--- config.mk ---
export PLATFORM = sky130hd
export DESIGN_NAME = vga_timing_gen
export DESIGN_NICKNAME = d
export VERILOG_FILES = /design/src/rtl/vga_timing_gen.sv
export SDC_FILE = /design/constraint.sdc
export NUM_CORES = 1
export LEC_CHECK = 0
export ABC_AREA = 1
export CAP_MARGIN = 20
export CELL_PAD_IN_SITES_DETAIL_PLACEMENT = 1
export CELL_PAD_IN_SITES_GLOBAL_PLACEMENT = 1
export CORE_MARGIN = 2
export CORE_UTILIZATION = 39
export CTS_CLUSTER_DIAMETER = 150
export DETAILED_ROUTE_END_ITERATION = 12
export HOLD_SLACK_MARGIN = 0.06
export PLACE_DENSITY_LB_ADDON = 0.1
export SYNTH_ARGS = -nofsm -noshare
export SYNTH_HDL_FRONTEND = slang
export SYNTH_SLANG_ARGS = --single-unit
--- constraint.sdc ---
create_clock -name pixel_clk_25 -period 3.7 [get_ports pixel_clk_25]
set_input_delay 0.37 -clock pixel_clk_25 [delete_from_list [all_inputs] [get_ports pixel_clk_25]]
set_output_delay 0.37 -clock pixel_clk_25 [all_outputs]
set_load 0.05 [all_outputs]
--- src/rtl/vga_timing_gen.sv ---
// vga_timing_gen: 640x480@60 Hz raster timing generator.
// Free-running horizontal/vertical counters drive the pixel coordinates and
// the active-video flag directly. Sync outputs are delayed through a short
// shift register so they line up with the registered RGB path. Line/frame
// markers and a frame counter are registered alongside the counters.
module vga_timing_gen #(
  parameter int H_ACTIVE   = 640,
  parameter int H_FP       = 16,
  parameter int H_SYNC     = 96,
  parameter int H_BP       = 48,
  parameter int V_ACTIVE   = 480,
  parameter int V_FP       = 10,
  parameter int V_SYNC     = 2,
  parameter int V_BP       = 33,
  parameter int SYNC_DELAY = 1
) (
  input  logic       pixel_clk_25,
  input  logic       reset,
  output logic [9:0] vga_x,
  output logic [9:0] vga_y,
  output logic       vid_active,
  output logic       hsync,
  output logic       vsync,
  output logic       line_start,
  output logic       frame_start,
  output logic [7:0] frame_count
);

  localparam int H_TOTAL = H_ACTIVE + H_FP + H_SYNC + H_BP;
  localparam int V_TOTAL = V_ACTIVE + V_FP + V_SYNC + V_BP;

  // Counter limits and sync windows as 10-bit constants for direct compares.
  localparam logic [9:0] H_LAST     = 10'(H_TOTAL - 1);
  localparam logic [9:0] V_LAST     = 10'(V_TOTAL - 1);
  localparam logic [9:0] H_ACT_END  = 10'(H_ACTIVE);
  localparam logic [9:0] V_ACT_END  = 10'(V_ACTIVE);
  localparam logic [9:0] HS_FIRST   = 10'(H_ACTIVE + H_FP);
  localparam logic [9:0] HS_LAST    = 10'(H_ACTIVE + H_FP + H_SYNC - 1);
  localparam logic [9:0] VS_FIRST   = 10'(V_ACTIVE + V_FP);
  localparam logic [9:0] VS_LAST    = 10'(V_ACTIVE + V_FP + V_SYNC - 1);

  // Totals must fit the 10-bit counters, and the sync pipe depth is bounded.
  if (H_TOTAL > 1024 || V_TOTAL > 1024) begin : g_bad_totals
    $error("vga_timing_gen: H_TOTAL/V_TOTAL must not exceed 1024");
  end
  if (SYNC_DELAY < 0 || SYNC_DELAY > 4) begin : g_bad_delay
    $error("vga_timing_gen: SYNC_DELAY must be in 0..4");
  end

  logic [9:0] h_r;
  logic [9:0] v_r;
  logic       line_start_r;
  logic       frame_start_r;
  logic [7:0] frame_count_r;
  logic       end_of_line_s;
  logic       end_of_frame_s;
  logic       hsync_raw_s;
  logic       vsync_raw_s;
  logic       vid_active_s;

  assign end_of_line_s  = (h_r == H_LAST);
  assign end_of_frame_s = end_of_line_s && (v_r == V_LAST);

  // Raster counters: h every cycle, v advances and wraps only when h wraps.
  always_ff @(posedge pixel_clk_25) begin
    if (reset) begin
      h_r <= 10'd0;
      v_r <= 10'd0;
    end else if (end_of_line_s) begin
      h_r <= 10'd0;
      if (v_r == V_LAST) begin
        v_r <= 10'd0;
      end else begin
        v_r <= v_r + 10'd1;
      end
    end else begin
      h_r <= h_r + 10'd1;
    end
  end

  // Undelayed active-low syncs and the active-video window, decoded from the counters.
  always_comb begin
    hsync_raw_s  = 1'b1;
    vsync_raw_s  = 1'b1;
    vid_active_s = 1'b0;
    if (h_r >= HS_FIRST && h_r <= HS_LAST) begin
      hsync_raw_s = 1'b0;
    end else begin
      hsync_raw_s = 1'b1;
    end
    if (v_r >= VS_FIRST && v_r <= VS_LAST) begin
      vsync_raw_s = 1'b0;
    end else begin
      vsync_raw_s = 1'b1;
    end
    if (h_r < H_ACT_END && v_r < V_ACT_END) begin
      vid_active_s = 1'b1;
    end else begin
      vid_active_s = 1'b0;
    end
  end

  // Line/frame markers fire on the wrap edge so they coincide with the new origin.
  always_ff @(posedge pixel_clk_25) begin
    if (reset) begin
      line_start_r  <= 1'b0;
      frame_start_r <= 1'b0;
      frame_count_r <= 8'd0;
    end else begin
      line_start_r  <= end_of_line_s;
      frame_start_r <= end_of_frame_s;
      if (end_of_frame_s) begin
        frame_count_r <= frame_count_r + 8'd1;
      end else begin
        frame_count_r <= frame_count_r;
      end
    end
  end

  if (SYNC_DELAY == 0) begin : g_no_delay
    assign hsync = hsync_raw_s;
    assign vsync = vsync_raw_s;
  end else begin : g_delay
    logic [SYNC_DELAY-1:0] hs_pipe_r;
    logic [SYNC_DELAY-1:0] vs_pipe_r;

    // Sync shift register; reset flushes every stage to the inactive level.
    always_ff @(posedge pixel_clk_25) begin
      if (reset) begin
        hs_pipe_r <= {SYNC_DELAY{1'b1}};
        vs_pipe_r <= {SYNC_DELAY{1'b1}};
      end else begin
        hs_pipe_r[0] <= hsync_raw_s;
        vs_pipe_r[0] <= vsync_raw_s;
        for (int i = 1; i < SYNC_DELAY; i++) begin
          hs_pipe_r[i] <= hs_pipe_r[i-1];
          vs_pipe_r[i] <= vs_pipe_r[i-1];
        end
      end
    end

    assign hsync = hs_pipe_r[SYNC_DELAY-1];
    assign vsync = vs_pipe_r[SYNC_DELAY-1];
  end

  assign vga_x       = h_r;
  assign vga_y       = v_r;
  assign vid_active  = vid_active_s;
  assign line_start  = line_start_r;
  assign frame_start = frame_start_r;
  assign frame_count = frame_count_r;

endmodule

==> reports/metrics.cfg <==
[power]
p_leak_nw=0.925
power_density_nw_per_um2=326
ir_worst_vdd_uv=213
p_total_w=0.000751

[timing]
fmax_ghz=0.441
worst_slew_pin_slew_ns=0.916
post-route-min-period_ns=2.27
relSlewSlack=0.388
setup_viol=0
slew_violations=0
finalClockSkew_ns=0.00415
tns_ns=0
hold_viol=0
holdWs_ns=0.478
fin_crit_sh=0.613
rsz0062_at_grt=no

[setup_path]
worstSetupEndpointType=primary output
cp-start-kind=register
arrival_ns=1.90
critPathMaxFanout=5
path_class=register to primary output
required_ns=3.33

[cells_and_area]
diodes=0
layout-drive-gt1-share=0.0990
area_growth_pct=28.0
final_nets=300
instances_no_fill=345
final_util=0.525
fill_cells=578

[detailed_routing]
drt-initial-drc-count=66
postRouteAntennaNets=0
drc=0
viasPerCell=5.01
dr.pass1.iters=4
routedWlPerCell_um=13.5
routed_wirelength_mm=4.67
num_vias=1728

[cts]
cts_resized=0
post_cts_buffers=0
htreeDepth=2
cts_tree=yes
cts_made_buffers=5
cts_sinks=32
hold_buffers=0
clock_latency_ns=0.28
path_clk_slew_ns=0.07
cts_buffer_depth=2
cts_root_buf=clkbuf_8

[hold_path]
holdCritPathClass=register to register

[die]
die_h_um=71.9
start_util=0.410
core_um2=4380
dieArea_um2=5170
die_w_um=71.9
rows=24
io_pins=35

[outcome]
status=complete, no violations

[logic_synthesis]
async_reset_ff_frac=0
netlist.area_leader.share=0.356
yosys-top-cells-area=dfxtp_1 36%, nand2_1 14%, nor2_1 7.7%, inv_1 7.3%, ha_1 4.2%
netlist_area_um2=1800
syn_nets=263
yosysWarnings=0
synth-seq-area-share=0.356
yosys_register_bits=32
syn_area_per_cell_um2=7.05
synth.distinct_cells=34
synth_edf_count=0
synth_top_cell_by_area=dfxtp_1
syn_inst=255
ys.flop_type=dfxtp_1

[place]
place_inst=337
gp_congestion=0.813
io_buffers=34
dp_hpwl_mm=3.55

[grt]
grt_pass1_wl_mm=8.13
overflow=0
grt_max_degree=18
grt_use_total=0.200
antenna_found_initial=0
grt_pass1_vias=1760

[run]
drv_cap=0

cells by family after synthesis:
| group | count (synthesis) | share of synthesized area |
|---|---|---|
| xor gates and xnor gates | 8 | 0.0390 |
| DFF | 32 | 0.356 |
| and+or+nand+nor | 145 | 0.392 |
| buffers and inverters | 42 | 0.0974 |
| adders and majority gates | 6 | 0.0418 |
| AOI/OAI and AO/OA | 22 | 0.0731 |
per-layer routing:
layer / share of wire / up-vias / wire length (um) / track usage
met3: 0.032 / 5 / 149 / 0.0417
met1: 0.46 / 833 / 2150 / 0.255
met5: 0 / - / 0 / 0
met4: 0.012 / 0 / 54 / 0.0755
li1: - / 864 / - / -
met2: 0.50 / 26 / 2320 / 0.332
power breakdown:
| part | internal [W] | switching [W] |
|---|---|---|
| sequential | 0.000347 | 0.00000318 |
| combinational | 0.00000898 | 0.0000214 |
| clock | 0.000238 | 0.000133 |
sequential cells by signal (all words and copies together), names as in the netlist:
signal,cells
vsync,1
frame_start,1
vga_y,10
frame_count,8
line_start,1
hsync,1
vga_x,10
cell usage after synthesis (3+ instances only):
cell       n
nand2_1   66
nor2_1    37
inv_1     35
dfxtp_1   32
nand3_1   15
a21oi_1   11
ha_1       6
xor2_1     6
a21oi_2    4
nand2_2    4
nor3_1     4
nand3b_1   3
nand4_1    3
o21ai_0    3
critical path, stage by stage (launching register included):
cell and delay (ns):
dfxtp_1 0.41, nand3b_1 0.19, nand3_1 0.08, a21oi_1 0.12
clkdlybuf4s50_1 0.81
final cells by class:
class	count	area, um2	share of cell area
clock buffers	7	96.3	0.0418
repair buffers	34	340	0.148
flip-flops and latches	32	641	0.278
multi-input cells	181	982	0.427
well taps	52	65.1	0.0283
clock inverters	1	30.0	0.0130
inverters	38	148	0.0641
final timing paths:
kind,start,to,slack [ns],cells past startpoint
worst max-delay path,vga_x[8],vid_active,1.43,4
worst min register to register,vga_x[0],vga_x[0],0.48,1
worst min-delay path,vga_x[0],vga_x[0],0.48,1
worst max register to register,vga_x[0],vga_x[5],1.91,6
layout by cell type, fill, tap and decap left out:
cell type | synthesis | final
dfxtp_1 | 32 | 32
inv_2 | 2 | 2
nand3_2 | 2 | 2
o21ai_1 | 1 | 1
nor4_1 | 2 | 2
nor2_8 | 2 | 2
o2111ai_1 | 1 | 1
nand3_4 | 1 | 1
ha_1 | 6 | 6
nand2_2 | 4 | 4
a21oi_2 | 4 | 4
nor2_4 | 1 | 1
clkdlybuf4s50_1 | 0 | 34
nand3b_1 | 3 | 3
o22ai_1 | 1 | 1
clkbuf_8 | 0 | 7
a21oi_1 | 11 | 11
nand2_1 | 66 | 66
a31oi_1 | 1 | 1
nand4_1 | 3 | 3
xnor2_1 | 2 | 2
xor2_1 | 6 | 6
nor3b_1 | 1 | 1
nor2_2 | 2 | 2
nand3_1 | 15 | 15
inv_1 | 35 | 35
nor3_1 | 4 | 4
nor3_4 | 1 | 1
inv_6 | 1 | 1
nor2_1 | 37 | 37
o21ai_0 | 3 | 3
nand2_8 | 1 | 1
bufinv_16 | 0 | 1
metrics by stage:
step | setup WS, ns | cell area (um2)
after floorplan | 1.62 | 1800
after global placement | 1.52 | 2180
after detailed placement | 1.43 | 2180
after CTS | 1.42 | 2300
after global routing | 1.33 | 2300
final | 1.43 | 2300
No activity file was read; power rests on OpenSTA's default activity.
